$ cat src/rtl/muldiv_ctrl_if.sv
// -----------------------------------------------------------------------------
// muldiv_ctrl_if
//   Bundles the request, external-multiplier, HI/LO write and result signals
//   of the multiply/divide controller.
//
//   Request   : req_valid, req_op[1:0], req_a[31:0], req_b[31:0], req_ready
//   Multiplier: mul_valid, mul_a[31:0], mul_b[31:0], mul_done, mul_c[63:0]
//   HI/LO port: hilo_we, hilo_wsel (0 LO, 1 HI), hilo_wdata[31:0]
//   Result    : hi[31:0], lo[31:0], busy, resp_valid
//
//   slave  : the controller's view.
//   master : the view of the CPU pipeline and the external multiplier.
// -----------------------------------------------------------------------------
interface muldiv_ctrl_if;
    logic        req_valid;
    logic [1:0]  req_op;
    logic [31:0] req_a;
    logic [31:0] req_b;
    logic        req_ready;

    logic        mul_valid;
    logic [31:0] mul_a;
    logic [31:0] mul_b;
    logic        mul_done;
    logic [63:0] mul_c;

    logic        hilo_we;
    logic        hilo_wsel;
    logic [31:0] hilo_wdata;

    logic [31:0] hi;
    logic [31:0] lo;
    logic        busy;
    logic        resp_valid;

    modport slave (
        input  req_valid, req_op, req_a, req_b, mul_done, mul_c,
               hilo_we, hilo_wsel, hilo_wdata,
        output req_ready, mul_valid, mul_a, mul_b, hi, lo, busy, resp_valid
    );

    modport master (
        output req_valid, req_op, req_a, req_b, mul_done, mul_c,
               hilo_we, hilo_wsel, hilo_wdata,
        input  req_ready, mul_valid, mul_a, mul_b, hi, lo, busy, resp_valid
    );
endinterface

$ cat src/rtl/muldiv_ctrl.sv
// -----------------------------------------------------------------------------
// muldiv_ctrl
//   MIPS-style HI/LO multiply/divide controller. Multiplies run on an external
//   unsigned multiplier (operand magnitudes out, 64-bit product back); divides
//   run on an internal radix-2 restoring divider, one quotient bit per cycle.
//   Signs are stripped on accept and re-applied in the single FIX cycle.
//
//   Ports:
//     clk   : rising-edge clock
//     reset : asynchronous active-high reset
//     bus   : muldiv_ctrl_if.slave (request, multiplier, HI/LO write, result)
//
//   Parameter:
//     DIV_ZERO_FAST : 1 = divide by zero bypasses DIV_RUN and goes to FIX.
// -----------------------------------------------------------------------------
module muldiv_ctrl #(
    parameter bit DIV_ZERO_FAST = 1'b1
) (
    input  logic          clk,
    input  logic          reset,
    muldiv_ctrl_if.slave  bus
);

    typedef enum logic [2:0] {
        IDLE,
        MUL_ISSUE,
        MUL_WAIT,
        DIV_RUN,
        FIX
    } state_t;

    state_t      state_q, state_d;
    logic        is_div_q;
    logic        neg_a_q, neg_b_q;
    logic [31:0] mag_a_q, mag_b_q;
    logic [31:0] raw_a_q;
    logic        zero_div_q;
    logic [31:0] rem_q, rem_d;
    logic [31:0] quo_q, quo_d;
    logic [5:0]  cnt_q, cnt_d;
    logic [63:0] prod_q;
    logic [31:0] hi_q, lo_q;
    logic        resp_q;

    logic        req_ready;
    logic        accept;
    logic        signed_op;
    logic        neg_a, neg_b;
    logic [31:0] mag_a, mag_b;
    logic [32:0] rem_shift, diff;
    logic [63:0] prod_res;
    logic [31:0] quo_res, rem_res;
    logic [31:0] fix_hi, fix_lo;

    assign req_ready = (state_q == IDLE) && !reset;
    assign accept    = bus.req_valid && req_ready;

    // Sign handling only for MULT/DIV (op bit 0 clear).
    assign signed_op = ~bus.req_op[0];
    assign neg_a     = signed_op & bus.req_a[31];
    assign neg_b     = signed_op & bus.req_b[31];
    assign mag_a     = neg_a ? (32'd0 - bus.req_a) : bus.req_a;
    assign mag_b     = neg_b ? (32'd0 - bus.req_b) : bus.req_b;

    // Restoring step: shift the next dividend bit into the 33-bit partial
    // remainder and subtract the divisor; a clear sign bit means it fits.
    // The remainder stays below the divisor, so 32 bits hold it between steps.
    assign rem_shift = {rem_q, quo_q[31]};
    assign diff      = rem_shift - {1'b0, mag_b_q};
    assign cnt_d     = cnt_q + 6'd1;

    always_comb begin
        // NOTE: every signal assigned in always_comb gets a default first, so
        // no path through the block leaves it unassigned and infers a latch.
        rem_d = rem_shift[31:0];
        quo_d = {quo_q[30:0], 1'b0};
        if (!diff[32]) begin
            rem_d = diff[31:0];
            quo_d = {quo_q[30:0], 1'b1};
        end
    end

    assign prod_res = (neg_a_q ^ neg_b_q) ? (64'd0 - prod_q) : prod_q;
    assign quo_res  = (neg_a_q ^ neg_b_q) ? (32'd0 - quo_q) : quo_q;
    assign rem_res  = neg_a_q ? (32'd0 - rem_q) : rem_q;

    always_comb begin
        fix_hi = prod_res[63:32];
        fix_lo = prod_res[31:0];
        if (is_div_q) begin
            if (zero_div_q) begin
                fix_hi = raw_a_q;
                fix_lo = 32'hFFFF_FFFF;
            end else begin
                fix_hi = rem_res;
                fix_lo = quo_res;
            end
        end
    end

    always_comb begin
        state_d = state_q;
        unique case (state_q)
            IDLE: begin
                if (accept) begin
                    if (!bus.req_op[1])
                        state_d = MUL_ISSUE;
                    else if (DIV_ZERO_FAST && (bus.req_b == 32'd0))
                        state_d = FIX;
                    else
                        state_d = DIV_RUN;
                end
            end
            MUL_ISSUE: state_d = MUL_WAIT;
            MUL_WAIT:  if (bus.mul_done) state_d = FIX;
            DIV_RUN:   if (cnt_q == 6'd31) state_d = FIX;
            FIX:       state_d = IDLE;
            default:   state_d = IDLE;
        endcase
    end

    // NOTE: sequential state uses non-blocking assignments so every register
    // samples pre-edge values, independent of statement order.
    always_ff @(posedge clk or posedge reset) begin
        if (reset) begin
            state_q    <= IDLE;
            is_div_q   <= 1'b0;
            neg_a_q    <= 1'b0;
            neg_b_q    <= 1'b0;
            mag_a_q    <= '0;
            mag_b_q    <= '0;
            raw_a_q    <= '0;
            zero_div_q <= 1'b0;
            rem_q      <= '0;
            quo_q      <= '0;
            cnt_q      <= '0;
            prod_q     <= '0;
            hi_q       <= '0;
            lo_q       <= '0;
            resp_q     <= 1'b0;
        end else begin
            state_q <= state_d;
            resp_q  <= (state_q == FIX);

            if (accept) begin
                is_div_q   <= bus.req_op[1];
                neg_a_q    <= neg_a;
                neg_b_q    <= neg_b;
                mag_a_q    <= mag_a;
                mag_b_q    <= mag_b;
                raw_a_q    <= bus.req_a;
                zero_div_q <= (bus.req_b == 32'd0);
                rem_q      <= '0;
                quo_q      <= mag_a;
                cnt_q      <= '0;
            end else if (state_q == DIV_RUN) begin
                rem_q <= rem_d;
                quo_q <= quo_d;
                cnt_q <= cnt_d;
            end

            if ((state_q == MUL_WAIT) && bus.mul_done)
                prod_q <= bus.mul_c;

            // MTHI/MTLO only lands in IDLE; a result in FIX overwrites both.
            if (state_q == FIX) begin
                hi_q <= fix_hi;
                lo_q <= fix_lo;
            end else if ((state_q == IDLE) && bus.hilo_we) begin
                if (bus.hilo_wsel)
                    hi_q <= bus.hilo_wdata;
                else
                    lo_q <= bus.hilo_wdata;
            end
        end
    end

    assign bus.req_ready  = req_ready;
    assign bus.busy       = (state_q != IDLE);
    assign bus.mul_valid  = (state_q == MUL_ISSUE);
    assign bus.mul_a      = mag_a_q;
    assign bus.mul_b      = mag_b_q;
    assign bus.hi         = hi_q;
    assign bus.lo         = lo_q;
    assign bus.resp_valid = resp_q;

endmodule

$ cat src/flat_wrapper.sv
// flat-port wrapper written by rule: the top's interface ports become plain ports
module muldiv_ctrl_flat 
#(
    parameter bit DIV_ZERO_FAST = 1'b1
)
  (clk, reset, bus_req_valid, bus_req_op, bus_req_a, bus_req_b, bus_mul_done, bus_mul_c, bus_hilo_we, bus_hilo_wsel, bus_hilo_wdata, bus_req_ready, bus_mul_valid, bus_mul_a, bus_mul_b, bus_hi, bus_lo, bus_busy, bus_resp_valid);
  muldiv_ctrl_if bus_i ();
  input  logic clk;
  input  logic reset;
  input wire logic [$bits(bus_i.req_valid)-1:0] bus_req_valid;
  input wire logic [$bits(bus_i.req_op)-1:0] bus_req_op;
  input wire logic [$bits(bus_i.req_a)-1:0] bus_req_a;
  input wire logic [$bits(bus_i.req_b)-1:0] bus_req_b;
  input wire logic [$bits(bus_i.mul_done)-1:0] bus_mul_done;
  input wire logic [$bits(bus_i.mul_c)-1:0] bus_mul_c;
  input wire logic [$bits(bus_i.hilo_we)-1:0] bus_hilo_we;
  input wire logic [$bits(bus_i.hilo_wsel)-1:0] bus_hilo_wsel;
  input wire logic [$bits(bus_i.hilo_wdata)-1:0] bus_hilo_wdata;
  output wire logic [$bits(bus_i.req_ready)-1:0] bus_req_ready;
  output wire logic [$bits(bus_i.mul_valid)-1:0] bus_mul_valid;
  output wire logic [$bits(bus_i.mul_a)-1:0] bus_mul_a;
  output wire logic [$bits(bus_i.mul_b)-1:0] bus_mul_b;
  output wire logic [$bits(bus_i.hi)-1:0] bus_hi;
  output wire logic [$bits(bus_i.lo)-1:0] bus_lo;
  output wire logic [$bits(bus_i.busy)-1:0] bus_busy;
  output wire logic [$bits(bus_i.resp_valid)-1:0] bus_resp_valid;
  assign bus_i.req_valid = bus_req_valid;
  assign bus_i.req_op = bus_req_op;
  assign bus_i.req_a = bus_req_a;
  assign bus_i.req_b = bus_req_b;
  assign bus_i.mul_done = bus_mul_done;
  assign bus_i.mul_c = bus_mul_c;
  assign bus_i.hilo_we = bus_hilo_we;
  assign bus_i.hilo_wsel = bus_hilo_wsel;
  assign bus_i.hilo_wdata = bus_hilo_wdata;
  assign bus_req_ready = bus_i.req_ready;
  assign bus_mul_valid = bus_i.mul_valid;
  assign bus_mul_a = bus_i.mul_a;
  assign bus_mul_b = bus_i.mul_b;
  assign bus_hi = bus_i.hi;
  assign bus_lo = bus_i.lo;
  assign bus_busy = bus_i.busy;
  assign bus_resp_valid = bus_i.resp_valid;
  muldiv_ctrl #(.DIV_ZERO_FAST(DIV_ZERO_FAST)) u_core (.clk(clk), .reset(reset), .bus(bus_i));
endmodule
$ cat config.mk
export PLATFORM = sky130hd
export DESIGN_NAME = muldiv_ctrl_flat
export DESIGN_NICKNAME = d
export VERILOG_FILES = /design/src/rtl/muldiv_ctrl_if.sv /design/src/rtl/muldiv_ctrl.sv /design/src/flat_wrapper.sv
export SDC_FILE = /design/constraint.sdc
export NUM_CORES = 1
export LEC_CHECK = 0
export CORE_ASPECT_RATIO = 1.25
export CORE_UTILIZATION = 40
export DETAILED_ROUTE_END_ITERATION = 10
export PLACE_DENSITY = 0.59
export SLEW_MARGIN = 25
export SYNTH_ARGS = -nofsm -noshare
export SYNTH_HDL_FRONTEND = slang
export SYNTH_SLANG_ARGS = --single-unit
export TNS_END_PERCENT = 10
$ cat constraint.sdc
create_clock -name clk -period 23.4 [get_ports clk]
set_clock_uncertainty 0.15 [all_clocks]
set_input_delay 3.51 -clock clk [delete_from_list [all_inputs] [get_ports clk]]
set_output_delay 3.51 -clock clk [all_outputs]
set_load 0.05 [all_outputs]
# [Word level (Yosys, flattened, before mapping)]
# Cells that the tools add are included.
# W data, S select, Z words.
[op_classes] add_sub_neg=7 n_eq_ne=9 muxes=29 n_bitwise=4 reduce_logical=14
[ops] cell="$mux W32" n=19
[ops] cell="$sub A1 B32 Y32 const A" n=4
[ops] cell="$mux W64" n=1
[ops] cell="$sub A1 B64 Y64 const A" n=1
[ops] cell="$sub A33 B32 Y33" n=1
[ops] cell="$logic_not A32 Y1" n=1
[ops] cell="$mux W3" n=5
[ops] cell="$mux W6" n=2
[ops] cell="$pmux W3 S4" n=1
[ops] cell="$add A6 B1 Y6 const B" n=1
[ops] cell="$eq A3 B2 Y1 const B" n=2
[ops] cell="$eq A6 B5 Y1 const B" n=1
[ops] cell="$ne A2 B1 Y1 const B" n=3
[ops] cell="$reduce_bool A2 Y1" n=3
[ops] cell="$logic_and A1 B1 Y1" n=4
[ops] cell="$reduce_and A2 Y1" n=2
[ops] cell="$eq A3 B1 Y1 const B" n=1
[ops] cell="$eq A3 B3 Y1 const B" n=1
[ops] cell="$logic_not A3 Y1" n=1
[ops] cell="$reduce_and A3 Y1" n=1
[ops] cell="$reduce_bool A3 Y1" n=1
[ops] cell="$and A1 B1 Y1" n=2
[ops] cell="$ne A2 B2 Y1 const B" n=1
[ops] cell="$logic_not A1 Y1" n=1
[ops] cell="other kinds (3)" n=3
[totals] regBits=302 input_bits=168 output_inout_bits=132 wordCells=78

# [Longest topological paths before layout]
# Gate-level depths: netlist (run 1).
[logic_depth] depth_word=5 depth_mapped=13

# [Worst setup path after synthesis (run 1)]
# Ideal clock, no wire load.
[synth_timing] path_type="input to register" startpoint="in reset" endpoint="reg u_core.raw_a_q[10]" setup_ns=0.065 t_arrival_ns=11.348 t_required_ns=23.185 setup_slack_ns=11.837 path_stages=7 n_path_buf=3 path_cell_list="inv_1 -> and3_1 -> clkbuf_1 -> clkbuf_1 -> buf_1 -> nand2_1 -> nand2_1"
[synth_via] elab_chain_len=3
[synth_lines] item="start, declared" line_no="flat_wrapper.sv:9" rtl="input logic reset;"
[synth_lines] item="$logic_not A1 Y1" line_no="muldiv_ctrl.sv:55" rtl="assign req_ready = (state_q == IDLE) && !reset;"
[synth_lines] item="$logic_and A1 B1 Y1" line_no="muldiv_ctrl.sv:55"
[synth_lines] item="$logic_and A1 B1 Y1" line_no="muldiv_ctrl.sv:56" rtl="assign accept = bus.req_valid && req_ready;"
[synth_lines] item="end signal, assigned" line_no="muldiv_ctrl.sv:151" rtl="raw_a_q <= bus.req_a;"
[synth_lines] item="end, declared" line_no="muldiv_ctrl.sv:36" rtl="logic [31:0] raw_a_q;"
# Every way passes these cells.
# A chain may end at the register's enable or synchronous reset.

# [Worst setup path in the final report (run 1)]
[layout_timing] startpoint="in reset" endpoint="out bus_req_ready"
[layout_via] elab_chain_len=2
[layout_lines] item="$logic_not A1 Y1" line_no="muldiv_ctrl.sv:55"
[layout_lines] item="$logic_and A1 B1 Y1" line_no="muldiv_ctrl.sv:55"
[layout_lines] item="end, declared" line_no="flat_wrapper.sv:19" rtl="output wire logic [$bits(bus_i.req_ready)-1:0] bus_req_ready;"
# Every way passes these cells.

==> run_summary.xml, run 1 <==
<?xml version="1.0" encoding="UTF-8"?>
<metrics>
  <group name="cts">
    <metric name="tritoncts.num_buffers" unit="">36</metric>
    <metric name="clock_insertion_delay_worst_skew" unit="ps">540</metric>
    <metric name="cts.path.max_buffers" unit="">3</metric>
    <metric name="cts_hold_buf" unit="">0</metric>
    <metric name="clock_tree.root_cell" unit="">clkbuf_16</metric>
    <metric name="cts.repair.resized" unit="">0</metric>
    <metric name="post_cts_setup_repair_buffer_count" unit="">0</metric>
    <metric name="clk_pin_slew" unit="ps">60</metric>
    <metric name="tritoncts_num_sinks" unit="">301</metric>
    <metric name="cts_tree" unit="">built</metric>
    <metric name="h-tree-depth" unit="">2</metric>
  </group>
  <group name="routing">
    <metric name="wl_per_cell" unit="um">22.7</metric>
    <metric name="detail-route-antenna-nets" unit="">0</metric>
    <metric name="routed_wl" unit="um">66500</metric>
    <metric name="drcViolationCount" unit="">0</metric>
    <metric name="dr.first_iter.drc_count" unit="">1327</metric>
    <metric name="drtPass1Iterations" unit="">7</metric>
    <metric name="vias_per_cell" unit="">5.82</metric>
    <metric name="vias" unit="">17100</metric>
  </group>
  <group name="critical_path">
    <metric name="timing.critical_path.cells" unit="">clkdlybuf4s50_1 -&gt; nor2_1 -&gt; clkdlybuf4s50_1</metric>
    <metric name="critical-path-top-delay-family" unit="">buffers and inverters</metric>
    <metric name="crit_path_start_kind" unit="">input pin</metric>
    <metric name="worst_setup_path_end_kind" unit="">output port</metric>
    <metric name="worst_ep_required_time" unit="ps">19740</metric>
    <metric name="critical_path.most_common_cell" unit="">clkdlybuf4s50_1</metric>
    <metric name="crit_type" unit="">in2out</metric>
    <metric name="timing.critical_path.slowest_cell_delay" unit="ps">860</metric>
    <metric name="critical_path_buf_inv_count" unit="">2</metric>
    <metric name="worst_path_max_delay_cell" unit="">clkdlybuf4s50_1</metric>
    <metric name="crit_path_max_fanout" unit="">2</metric>
    <metric name="critPathArrivalTime" unit="ps">5170</metric>
  </group>
  <group name="sta">
    <metric name="report.final.hold_viol_count" unit="">0</metric>
    <metric name="maxSlewViolCount" unit="">0</metric>
    <metric name="setup_viol" unit="">0</metric>
    <metric name="fin_setup_tns" unit="ps">0</metric>
    <metric name="final.period_utilization" unit="%">37.7</metric>
    <metric name="grt_setup_unrepaired" unit="">false</metric>
    <metric name="period_minus_slack" unit="ps">8830</metric>
    <metric name="max_slew.worst_pin.slew" unit="ps">1050</metric>
    <metric name="slew_headroom" unit="%">29.8</metric>
    <metric name="timing.fmax" unit="MHz">113</metric>
  </group>
  <group name="yosys">
    <metric name="yosys_warnings" unit="">0</metric>
    <metric name="netlist_area" unit="um2">18600</metric>
    <metric name="syn_area_per_cell" unit="um2">8.88</metric>
    <metric name="synth_edf_count" unit="">0</metric>
    <metric name="synthesis.nets" unit="">2305</metric>
    <metric name="synth_top_flop_cell" unit="">dfrtp_1</metric>
    <metric name="synth.yosys.seq_area_share" unit="%">40.4</metric>
    <metric name="synthesis.instances" unit="">2098</metric>
    <metric name="proportion_of_register_bits_with_asynchronous_set_or_reset_after_synthesis" unit="%">100</metric>
    <metric name="synthDistinctLibCells" unit="">83</metric>
    <metric name="ys_ff_latch" unit="">301</metric>
  </group>
  <group name="pwr">
    <metric name="power.net_switching" unit="mW">2.04</metric>
    <metric name="power_frac_seq" unit="%">26.1</metric>
    <metric name="clkPwrFrac" unit="%">14.7</metric>
    <metric name="vdd_ir_drop_max" unit="mV">0.0984</metric>
    <metric name="power-per-cell-area" unit="nW/um2">175</metric>
    <metric name="power.leakage" unit="nW">9.90</metric>
    <metric name="netSwitchingFraction" unit="%">49.9</metric>
    <metric name="internal_power" unit="mW">2.05</metric>
    <metric name="power.combinational.fraction" unit="%">59.1</metric>
  </group>
  <group name="global_route">
    <metric name="first_global_vias" unit="">16500</metric>
    <metric name="grt_pass1_wl" unit="um">99700</metric>
    <metric name="grt_max_degree" unit="">123</metric>
    <metric name="grt_overflow" unit="">0</metric>
    <metric name="grt_use_total" unit="%">27.3</metric>
    <metric name="initial_antenna_violation_count" unit="">0</metric>
  </group>
  <group name="place">
    <metric name="dpl-instance-area" unit="um2">22000</metric>
    <metric name="gpl.final_weighted_congestion" unit="">0.945</metric>
    <metric name="hpwl" unit="um">50400</metric>
    <metric name="port_buffers" unit="">299</metric>
  </group>
  <group name="final_layout">
    <metric name="antenna_cells" unit="">0</metric>
    <metric name="final_nets" unit="">2530</metric>
    <metric name="drive_gt1_share" unit="%">7.58</metric>
    <metric name="area_growth" unit="%">25.1</metric>
    <metric name="final_area" unit="um2">23300</metric>
    <metric name="layout.core_utilization" unit="%">50.7</metric>
  </group>
  <group name="run_status">
    <metric name="run_status" unit="">complete, no violations</metric>
  </group>
  <group name="floorplanning">
    <metric name="floorplan.initialDensity" unit="%">40.5</metric>
    <metric name="die_height" unit="um">243</metric>
    <metric name="design.core.area" unit="um2">46000</metric>
    <metric name="top_level_ports" unit="">300</metric>
    <metric name="chipWidth" unit="um">195</metric>
    <metric name="placementRows" unit="">88</metric>
    <metric name="fp.dieArea" unit="um2">47500</metric>
  </group>
  <group name="run">
    <metric name="maxCapViolations" unit="">0</metric>
  </group>
  <group name="hold_path">
    <metric name="min_path_type" unit="">reg2reg</metric>
  </group>
</metrics>
power groups by stage:
stage | clock, mW | sequential, mW | combinational (mW)
finish | 0.603 | 1.07 | 2.42
global route | 0.632 | 1.09 | 2.60
CTS | 0.612 | 1.06 | 2.41
detailed placement | 0 | 1.07 | 2.39
global placement | 0 | 1.06 | 2.37
floorplan | 0 | 1.32 | 1.36
sequential cells by signal, indices dropped and copies added (netlist names), 31 cells and up:
signal and count:
u_core.prod_q 64, u_core.bus.hi 32, u_core.bus.lo 32, u_core.bus.mul_b 32, u_core.quo_q 32, u_core.raw_a_q 32, u_core.rem_q 32, u_core.bus.mul_a 31
cell usage in the layout, fill, tap and decap left out, types with 38 or more instances in the layout:
cell type / instances
a21o_1: 48
a21oi_1: 136
clkbuf_16: 38
clkdlybuf4s50_1: 299
dfrtp_1: 301
ha_1: 38
inv_1: 61
mux2_2: 58
mux2i_1: 41
nand2_1: 269
nand3_1: 59
nor2_1: 144
o21ai_0: 185
xnor2_1: 106
xor2_1: 93
synth_stat cells, drive strengths merged (3+ instances only):
cell	number	area, um2
dfrtp	301	7530
nand2	271	1020
o21ai	189	946
nor2	147	554
a21oi	137	689
xnor2	109	981
clkbuf	108	417
xor2	94	823
inv	62	233
nand3	59	295
mux2	58	653
a21o	48	360
mux2i	41	410
nor3	40	216
ha	38	475
a221o	36	360
o31ai	30	230
nor4	26	190
or3	25	166
buf	23	113
o211ai	22	165
a221oi	21	184
a31oi	21	131
or4	21	165
o41ai	17	156
nand2b	16	108
nand4	15	93.8
nor2b	15	93.8
a22oi	10	75.1
o221ai	10	87.6
o22ai	9	56.3
and3	8	50.1
or2	7	43.8
a41oi	5	43.8
and2	5	33.8
nor3b	5	42.5
o21bai	4	30.0
a211oi	3	22.5
a222oi	3	30.0
a22o	3	26.3
a31o	3	26.3
and4	3	26.3
clkinv	3	11.3
nand4b	3	26.3
layout make-up:
| class | count | area, um2 |
|---|---|---|
| clock buffers | 48 | 1050 |
| clock inverters | 15 | 220 |
| fillers | 4363 | 22700 |
| inverters | 65 | 251 |
| multi-input cells | 1601 | 10400 |
| flip-flops and latches | 301 | 7530 |
| well taps | 585 | 732 |
| repair buffers | 318 | 3140 |
worst reg2reg max path: cells and delay by family, from the launching register on:
family	cells	cell delay, ps
compound gates	4	990
xor+xnor	1	230
fa+ha+maj	2	640
buf+inv	2	640
flops	1	320
mux	1	270
simple gates	3	670
worst paths after layout:
path / from / endpoint / slack (ps) / depth (start not counted)
worst min-delay path: u_core.bus.mul_a[12] / u_core.bus.mul_a[12] / 320 / 1
min in group asynchronous: reset / u_core.bus.mul_b[0] / 3430 / 2
worst max register to register: u_core.quo_q[31] / u_core.rem_q[22] / 19350 / 13
worst min register to register: u_core.bus.mul_a[12] / u_core.bus.mul_a[12] / 320 / 1
max in group asynchronous: reset / u_core.prod_q[20] / 18260 / 3
worst max-delay path: reset / bus_req_ready / 14570 / 3
metal layers:
| metal | GRT usage, % | wire [um] | up-vias |
|---|---|---|---|
| li1 | - | - | 8011 |
| met1 | 34.2 | 27300 | 8263 |
| met2 | 47.2 | 32600 | 659 |
| met3 | 3.97 | 4050 | 134 |
| met4 | 10.6 | 2620 | 0 |
| met5 | 0 | 0 | - |
cells by family (layout without fill, tap and decap cells):
kind of cell | after synthesis | count (layout) | share of synthesized area (%)
buf+inv | 196 | 446 | 4.15
compound gates | 588 | 588 | 20.3
simple gates | 672 | 672 | 17.1
flops | 301 | 301 | 40.4
mux | 99 | 99 | 5.71
fa+ha+maj | 39 | 39 | 2.66
xor+xnor | 203 | 203 | 9.68
per-stage QoR:
stage	cells	power [mW]	hold slack [ps]	setup WS, ps
finish	2933	4.09	325	14570
global route	2933	4.32	339	14510
CTS	2933	4.08	331	14560
detailed placement	2870	3.46	316	14560
global placement	2870	3.43	313	14580
floorplan	2098	2.68	290	11410
(Power assumes the default switching activity.)
==> run 2, diff against run 1 <==
==> constraint.sdc (replaced) <==
create_clock -name clk -period 8.6 [get_ports clk]
set_clock_uncertainty 0.15 [all_clocks]
set_input_delay 1.29 -clock clk [delete_from_list [all_inputs] [get_ports clk]]
set_output_delay 1.29 -clock clk [all_outputs]
set_load 0.05 [all_outputs]
==> run 2 against run 1 <==
Effect of this change:
- non-clock buffer count rose by 2
- via count barely moved
- routed wire length rose by 1.5%
- highest routed layer unchanged
- critical path depth did not move
- cell count barely moved
- critical endpoint unchanged
==> run_summary.xml, run 2 (synthesis gave the netlist of run 1 again) <==
<?xml version="1.0" encoding="UTF-8"?>
<metrics>
  <group name="final_layout">
    <metric name="final_cells" unit="">2934</metric>
    <metric name="area_used_by_multi_input_combinational_logic" unit="um2">10400</metric>
    <metric name="drive_gt1_share" unit="%">7.66</metric>
    <metric name="area_growth" unit="%">24.8</metric>
    <metric name="largest_register_ff_count" unit="">64</metric>
    <metric name="layout.area.seq" unit="um2">7530</metric>
    <metric name="regMostFlops" unit="">u_core.prod_q</metric>
    <metric name="nFillCells" unit="">4375</metric>
    <metric name="final_area" unit="um2">23300</metric>
    <metric name="most-common-layout-cells" unit="">dfrtp_1, clkdlybuf4s50_1, nand2_1, o21ai_0, nor2_1</metric>
    <metric name="final_nets" unit="">2530</metric>
    <metric name="layout_commonest_cell" unit="">dfrtp_1</metric>
    <metric name="antenna_cells" unit="">0</metric>
  </group>
  <group name="global_route">
    <metric name="grt_max_degree" unit="">112</metric>
    <metric name="first_global_vias" unit="">16600</metric>
    <metric name="grt_use_total" unit="%">28.2</metric>
    <metric name="initial_antenna_violation_count" unit="">0</metric>
    <metric name="grt_overflow" unit="">0</metric>
    <metric name="grt_pass1_wl" unit="um">103000</metric>
  </group>
  <group name="routing">
    <metric name="drtPass1Iterations" unit="">8</metric>
    <metric name="dr.first_iter.drc_count" unit="">1542</metric>
    <metric name="detail-route-antenna-nets" unit="">0</metric>
    <metric name="wl_per_cell" unit="um">23.0</metric>
    <metric name="drcViolationCount" unit="">0</metric>
    <metric name="routed_wl" unit="um">67500</metric>
    <metric name="vias_per_cell" unit="">5.81</metric>
    <metric name="vias" unit="">17100</metric>
  </group>
  <group name="place">
    <metric name="gpl.final_weighted_congestion" unit="">0.932</metric>
    <metric name="dpl-instance-area" unit="um2">22000</metric>
    <metric name="hpwl" unit="um">51500</metric>
    <metric name="port_buffers" unit="">299</metric>
    <metric name="dpl.cell_count" unit="">2872</metric>
  </group>
  <group name="run">
    <metric name="maxCapViolations" unit="">0</metric>
  </group>
  <group name="sta">
    <metric name="max_slew.worst_pin.slew" unit="ps">984</metric>
    <metric name="grt_setup_unrepaired" unit="">false</metric>
    <metric name="setup_viol" unit="">0</metric>
    <metric name="period_minus_slack" unit="ps">4290</metric>
    <metric name="report.final.hold_viol_count" unit="">0</metric>
    <metric name="slew_headroom" unit="%">34.4</metric>
    <metric name="fin_setup_tns" unit="ps">0</metric>
    <metric name="final.period_utilization" unit="%">49.9</metric>
    <metric name="maxSlewViolCount" unit="">0</metric>
    <metric name="timing.fmax" unit="MHz">233</metric>
  </group>
  <group name="cts">
    <metric name="tritoncts_num_sinks" unit="">301</metric>
    <metric name="cts_tree" unit="">built</metric>
    <metric name="h-tree-depth" unit="">2</metric>
    <metric name="cts.repair.resized" unit="">0</metric>
    <metric name="cts.path.max_buffers" unit="">3</metric>
    <metric name="tritoncts.num_buffers" unit="">34</metric>
    <metric name="post_cts_setup_repair_buffer_count" unit="">0</metric>
    <metric name="clock_insertion_delay_worst_skew" unit="ps">540</metric>
    <metric name="clk_pin_slew" unit="ps">60</metric>
    <metric name="cts_hold_buf" unit="">0</metric>
    <metric name="clock_tree.root_cell" unit="">clkbuf_16</metric>
  </group>
  <group name="pwr">
    <metric name="power.leakage" unit="nW">9.88</metric>
    <metric name="totalPowerFinal" unit="mW">11.1</metric>
    <metric name="power-per-cell-area" unit="nW/um2">478</metric>
    <metric name="vdd_ir_drop_max" unit="mV">0.230</metric>
  </group>
  <group name="critical_path">
    <metric name="crit_path_max_fanout" unit="">2</metric>
    <metric name="timing.critical_path.slowest_cell_delay" unit="ps">860</metric>
    <metric name="worst_path_max_delay_cell" unit="">clkdlybuf4s50_1</metric>
    <metric name="worst_setup_path_end_kind" unit="">output port</metric>
    <metric name="critPathArrivalTime" unit="ps">2850</metric>
    <metric name="crit_type" unit="">in2out</metric>
    <metric name="timing.critical_path.cells" unit="">clkdlybuf4s50_1 -&gt; nor2_1 -&gt; clkdlybuf4s50_1</metric>
    <metric name="r2r_slack" unit="ps">4540</metric>
    <metric name="crit_path_start_kind" unit="">input pin</metric>
    <metric name="worst_ep_required_time" unit="ps">7160</metric>
    <metric name="critical_path.most_common_cell" unit="">clkdlybuf4s50_1</metric>
  </group>
  <group name="hold_path">
    <metric name="min_path_type" unit="">reg2reg</metric>
  </group>
  <group name="floorplanning">
    <metric name="design.core.area" unit="um2">46000</metric>
    <metric name="floorplan.initialDensity" unit="%">40.5</metric>
    <metric name="top_level_ports" unit="">300</metric>
    <metric name="die_height" unit="um">243</metric>
    <metric name="fp.dieArea" unit="um2">47500</metric>
    <metric name="placementRows" unit="">88</metric>
    <metric name="chipWidth" unit="um">195</metric>
  </group>
  <group name="run_status">
    <metric name="run_status" unit="">complete, no violations</metric>
  </group>
</metrics>
-- run 2: metrics by stage --
step | util (%) | hold slack, ps | worst slack [ps]
6_report | 50.5 | 324 | 4310
5_1_grt | 50.5 | 351 | 4140
4_1_cts | 50.5 | 330 | 4300
3_5_place_dp | 47.9 | 314 | 3840
3_3_place_gp | 47.9 | 311 | 3930
2_1_floorplan | - | 290 | 1270
-- run 2: worst max-delay path, delay by kind of cell --
kind / cells / cell delay [ps]
buf+inv: 2 / 1320
simple gates: 1 / 250
-- run 2: path summary, 6_finish.rpt --
kind | start | to | cells after the start
setup / recovery | reset | bus_req_ready | 3
hold / removal | u_core.bus.mul_a[6] | u_core.bus.mul_a[6] | 1
setup reg to reg | u_core.state_q[1] | u_core.bus.hi[19] | 8
hold reg to reg | u_core.bus.mul_a[6] | u_core.bus.mul_a[6] | 1
max in group asynchronous | reset | u_core.prod_q[40] | 4
min in group asynchronous | reset | u_core.cnt_q[3] | 2
-- run 2: cell type report --
type | instances | area share, %
Timing Repair Buffer | 320 | 13.6
Clock buffer | 43 | 4.10
Multi-Input combinational cell | 1601 | 44.7
Clock inverter | 19 | 1.06
Tap cell | 585 | 3.15
Sequential cell | 301 | 32.4
Inverter | 65 | 1.06
-- run 2: power breakdown --
| group | internal (mW) | total, mW | switching [mW] |
|---|---|---|---|
| clock | 0.944 | 1.59 | 0.642 |
| combinational | 2.48 | 6.61 | 4.12 |
| sequential | 2.08 | 2.94 | 0.854 |
| total | 5.51 | 11.1 | 5.62 |
-- run 2: layer usage --
layer | track usage [%] | vias up | wire length, um
met3 | 3.41 | 112 | 3760
met5 | 0 | - | 0
met1 | 36.4 | 8252 | 28400
met2 | 48.3 | 679 | 33000
li1 | - | 8008 | -
met4 | 10.3 | 0 | 2390
